**src/rtl/pipe_adder.sv**
```systemverilog
// Segmented, carry-pipelined adder/subtractor with valid/ready handshake and a global stall.
// Define PIPE_ADDER_OVF_EN to add the signed overflow output.
module pipe_adder #(
  parameter int unsigned Width  = 8,
  parameter int unsigned Stages = 2
) (
  input  logic             clk_i,
  input  logic             rst_ni,
  input  logic             valid_i,
  output logic             ready_o,
  input  logic [Width-1:0] a_i,
  input  logic [Width-1:0] b_i,
  input  logic             sub_i,
  output logic             valid_o,
  input  logic             ready_i,
  output logic [Width-1:0] result_o,
  output logic             carry_o
`ifdef PIPE_ADDER_OVF_EN
  ,
  output logic             overflow_o
`endif
);

  localparam int unsigned SliceW = Width / Stages;
  localparam int unsigned Last   = Stages - 1;

  // Per-segment state: operands travel along (B already conditionally inverted),
  // the result word fills in one slice per segment.
  logic [Width-1:0] a_q   [Stages];
  logic [Width-1:0] a_d   [Stages];
  logic [Width-1:0] b_q   [Stages];
  logic [Width-1:0] b_d   [Stages];
  logic [Width-1:0] res_q [Stages];
  logic [Width-1:0] res_d [Stages];
  logic [Stages-1:0] carry_q, carry_d;
  logic [Stages-1:0] valid_q, valid_d;

  // Segment inputs: segment 0 takes the ports, segment k takes segment k-1's registers.
  logic [Width-1:0]  s_a   [Stages];
  logic [Width-1:0]  s_b   [Stages];
  logic [Width-1:0]  s_r   [Stages];
  logic [Stages-1:0] s_c;
  logic [Stages-1:0] s_v;
  logic [SliceW:0]   sum_c [Stages];

  logic adv;

  assign adv     = !valid_o || ready_i;
  assign ready_o = adv;

  always_comb begin
    s_a[0] = a_i;
    s_b[0] = sub_i ? ~b_i : b_i;
    s_r[0] = '0;
    s_c[0] = sub_i;
    s_v[0] = valid_i;
    for (int k = 1; k < Stages; k++) begin
      s_a[k] = a_q[k-1];
      s_b[k] = b_q[k-1];
      s_r[k] = res_q[k-1];
      s_c[k] = carry_q[k-1];
      s_v[k] = valid_q[k-1];
    end
    for (int k = 0; k < Stages; k++) begin
      sum_c[k] = {1'b0, s_a[k][k*SliceW +: SliceW]} + {1'b0, s_b[k][k*SliceW +: SliceW]}
               + {{SliceW{1'b0}}, s_c[k]};
      res_d[k] = s_r[k];
      res_d[k][k*SliceW +: SliceW] = sum_c[k][SliceW-1:0];
      carry_d[k] = sum_c[k][SliceW];
      valid_d[k] = s_v[k];
      a_d[k]     = s_a[k];
      b_d[k]     = s_b[k];
    end
  end

  always_ff @(posedge clk_i or negedge rst_ni) begin
    if (!rst_ni) begin
      for (int k = 0; k < Stages; k++) begin
        a_q[k]   <= '0;
        b_q[k]   <= '0;
        res_q[k] <= '0;
      end
      carry_q <= '0;
      valid_q <= '0;
    end else if (adv) begin
      for (int k = 0; k < Stages; k++) begin
        a_q[k]   <= a_d[k];
        b_q[k]   <= b_d[k];
        res_q[k] <= res_d[k];
      end
      carry_q <= carry_d;
      valid_q <= valid_d;
    end
  end

  assign valid_o  = valid_q[Last];
  assign result_o = res_q[Last];
  assign carry_o  = carry_q[Last];

`ifdef PIPE_ADDER_OVF_EN
  logic ovf_q, ovf_d;

  // Sign information is complete only in the last segment, so overflow is resolved there.
  assign ovf_d = (s_a[Last][Width-1] == s_b[Last][Width-1]) &&
                 (res_d[Last][Width-1] != s_a[Last][Width-1]);

  always_ff @(posedge clk_i or negedge rst_ni) begin
    if (!rst_ni) begin
      ovf_q <= 1'b0;
    end else if (adv) begin
      ovf_q <= ovf_d;
    end
  end

  assign overflow_o = ovf_q;
`endif

  logic unused_ops;
  assign unused_ops = ^{a_q[Last], b_q[Last]};

endmodule

```
**config.mk**
```make
export PLATFORM = sky130hd
export DESIGN_NAME = pipe_adder
export DESIGN_NICKNAME = d
export VERILOG_FILES = /design/src/rtl/pipe_adder.sv
export SDC_FILE = /design/constraint.sdc
export NUM_CORES = 1
export LEC_CHECK = 0
export BUFFER_PORTS_ARGS = -buffer_cell sky130_fd_sc_hd__buf_2
export CAP_MARGIN = 10
export CELL_PAD_IN_SITES_DETAIL_PLACEMENT = 0
export CELL_PAD_IN_SITES_GLOBAL_PLACEMENT = 1
export CORE_ASPECT_RATIO = 0.9
export CORE_MARGIN = 5
export CORE_UTILIZATION = 30
export DETAILED_ROUTE_END_ITERATION = 10
export PLACE_DENSITY = 0.6
export SYNTH_ARGS = -nofsm -noshare
export SYNTH_HDL_FRONTEND = slang
export SYNTH_SLANG_ARGS = --single-unit
```
**constraint.sdc**
```tcl
create_clock -name clk_i -period 4.42 [get_ports clk_i]
set_input_delay 0.221 -clock clk_i [delete_from_list [all_inputs] [get_ports clk_i]]
set_output_delay 0.221 -clock clk_i [all_outputs]
set_load 0.05 [all_outputs]
```
==> results.json <==
{
  "status": "completed",
  "initial_core_util": 0.308,
  "num-nets-final": 190,
  "clkLatencyLatePin_ns": 0.27,
  "finalSetupTns_ns": 0,
  "critPathCaptureType": "output pin",
  "synthArstFlopShare": 1.00,
  "max_freq_mhz": 508,
  "comb_power_share": 0.382,
  "finalNonFillerCells": 207,
  "finalCritPeriodShare": 0.445,
  "ys.flop_type": "dfrtp_1",
  "setup_slack_ns": 2.45,
  "maxCapViolCount": 0,
  "postRouteAntennaNets": 0,
  "regArea_sq_um": 601,
  "layout_common_cells": "nand2_1 (37), buf_2 (31), dfrtp_1 (24), o21ai_0 (8)",
  "cts_hold_buf": 1,
  "skew_ns": 0.00413,
  "yosysWarnings": 0,
  "hold_violations": 0,
  "cts.htree.levels": 1,
  "clockRootBuffer": "clkbuf_8",
  "power.switching_w": 0.000320,
  "synth.net_count": 158,
  "p_leak_nw": 0.764,
  "layout_min_cycle_time_ns": 1.97,
  "core_sq_um": 4020,
  "syn2layout_area_growth_pct": 22.0,
  "grt-ovfl-total": 0,
  "cts_setup_buffers": 0,
  "grt_pass1_vias": 976,
  "layout-drive-gt1-share": 0.239,
  "switching_share": 0.397,
  "drt_iter0_drc": 42,
  "first_pass_iters": 4,
  "dp.cells": 202,
  "gr-usage-all-layers": 0.103,
  "ys_ff_latch": 24,
  "vias": 925,
  "hpwl_mm": 1.96,
  "synthCells": 128,
  "drt_wl_total_mm": 2.64,
  "rows": 22,
  "synth_cell_types": 28,
  "antenna_cells": 0,
  "pwr-share-clk": 0.240,
  "worstPathRequired_ns": 4.20,
  "final.fill_count": 420,
  "cp.arrival_ns": 1.75,
  "p_total_w": 0.000807,
  "worstMarginPinSlew_ns": 0.545,
  "slew_viol_final": 0,
  "multi_input_area_sq_um": 581,
  "relSlewSlack": 0.637,
  "viasPerCell": 4.47,
  "p_seq_frac": 0.378,
  "hold_path.class": "primary input to flip-flop",
  "crit_type": "flip-flop to output pin",
  "cts_tree": "yes",
  "clkTransAtPathRegs_ns": 0.09,
  "irDropWorstVdd_uv": 173,
  "setup_viol": 0,
  "wl_per_cell_um": 12.8,
  "ios": 32,
  "antenna_found_initial": 0,
  "cts_buffers": 3,
  "clockBufferDepth": 2,
  "cp_max_fo": 27,
  "rsz0062_at_grt": "no",
  "p_int_w": 0.000486,
  "power_density_nw_per_um2": 535,
  "place.gp.congestion": 0.765,
  "cts_resized": 0,
  "grt_max_degree": 28,
  "fp.dieW_um": 77.7,
  "pre_cts_slack_ns": 2.62,
  "syn-cell-area_sq_um": 1240,
  "synth_edf_count": 0,
  "cts_sinks": 24,
  "die_height_um": 70.9,
  "drc": 0,
  "syn_area_per_cell_sq_um": 9.66,
  "grt_first_pass_wirelength_mm": 4.62,
  "yosysSeqAreaShare": 0.486,
  "portBuffers": 31,
  "layout_commonest_cell": "nand2_1",
  "dieArea_sq_um": 5510,
  "worstSetupStartpointType": "flip-flop"
}
==> kinds of logic after synthesis <==
kind of cell	count (synthesis)	share of synthesized area
simple gates	52	0.179
flops	24	0.486
compound gates	19	0.0901
buf+inv	12	0.0445
xor+xnor	10	0.0708
fa+ha+maj	9	0.109
mux	2	0.0202
==> metal layers <==
metal / part of all wire / GRT usage / vias to the layer above
li1: - / - / 475
met1: 0.47 / 0.140 / 425
met2: 0.45 / 0.157 / 21
met3: 0.067 / 0.0356 / 4
met4: 0.011 / 0.0286 / 0
met5: 0 / 0 / -
==> power by group through the flow <==
stage | registers (W) | clock network, W | logic (W)
after floorplan | 0.000424 | 0 | 0.000118
after global placement | 0.000308 | 0 | 0.000307
after detailed placement | 0.000311 | 0 | 0.000311
after CTS | 0.000306 | 0.000202 | 0.000314
after global routing | 0.000315 | 0.000214 | 0.000338
final | 0.000305 | 0.000193 | 0.000308
==> registers in the layout, summed over array words and instances, names as in the netlist <==
register / cells
b_d: 4
res_d: 4
result_o: 8
a_d: 4
valid_q: 2
carry_q: 2
==> final timing paths <==
check	from	endpoint	slack, ns	cells after the start
setup / recovery	valid_q[1]	ready_o	2.45	4
hold / removal	a_i[7]	a_d[7]	0.15	3
setup reg to reg	valid_q[1]	result_o[7]	2.83	5
hold reg to reg	result_o[2]	result_o[2]	0.47	2
max in group asynchronous	rst_ni	a_d[6]	3.59	2
min in group asynchronous	rst_ni	result_o[2]	0.47	2
==> Yosys cell counts, types with 2 or more instances <==
cell,n,share of area
dfrtp_1,24,0.49
nand2_1,37,0.11
nor2b_1,3,0.015
buf_2,2,0.0081
fa_1,3,0.049
ha_1,6,0.061
a21oi_1,6,0.024
nor2_1,5,0.015
clkbuf_1,3,0.0091
xor2_1,5,0.035
xnor2_1,5,0.035
inv_1,5,0.015
o21ai_0,8,0.032
a21o_1,2,0.012
==> critical path, cell delays in order (launching register included) <==
cell     delay, ns
dfrtp_1       0.40
nor2b_1       0.13
buf_4         0.20
inv_2         0.38
buf_2         0.35
==> per-stage QoR <==
stage	area, sq um	util	hold WS [ns]
after floorplan	1240	-	-0.0746
after global placement	1430	0.355	0.243
after detailed placement	1430	0.355	0.248
after CTS	1510	0.375	0.141
after global routing	1510	0.375	0.140
final	1510	0.375	0.148
==> final cells by class <==
type | instances | share of cell area
flip-flops and latches | 24 | 0.398
multi-input cells | 92 | 0.385
repair buffers | 33 | 0.115
well taps | 48 | 0.0398
clock buffers | 3 | 0.0274
clock inverters | 1 | 0.0199
inverters | 6 | 0.0149
No activity file was read; power rests on OpenSTA's default activity.
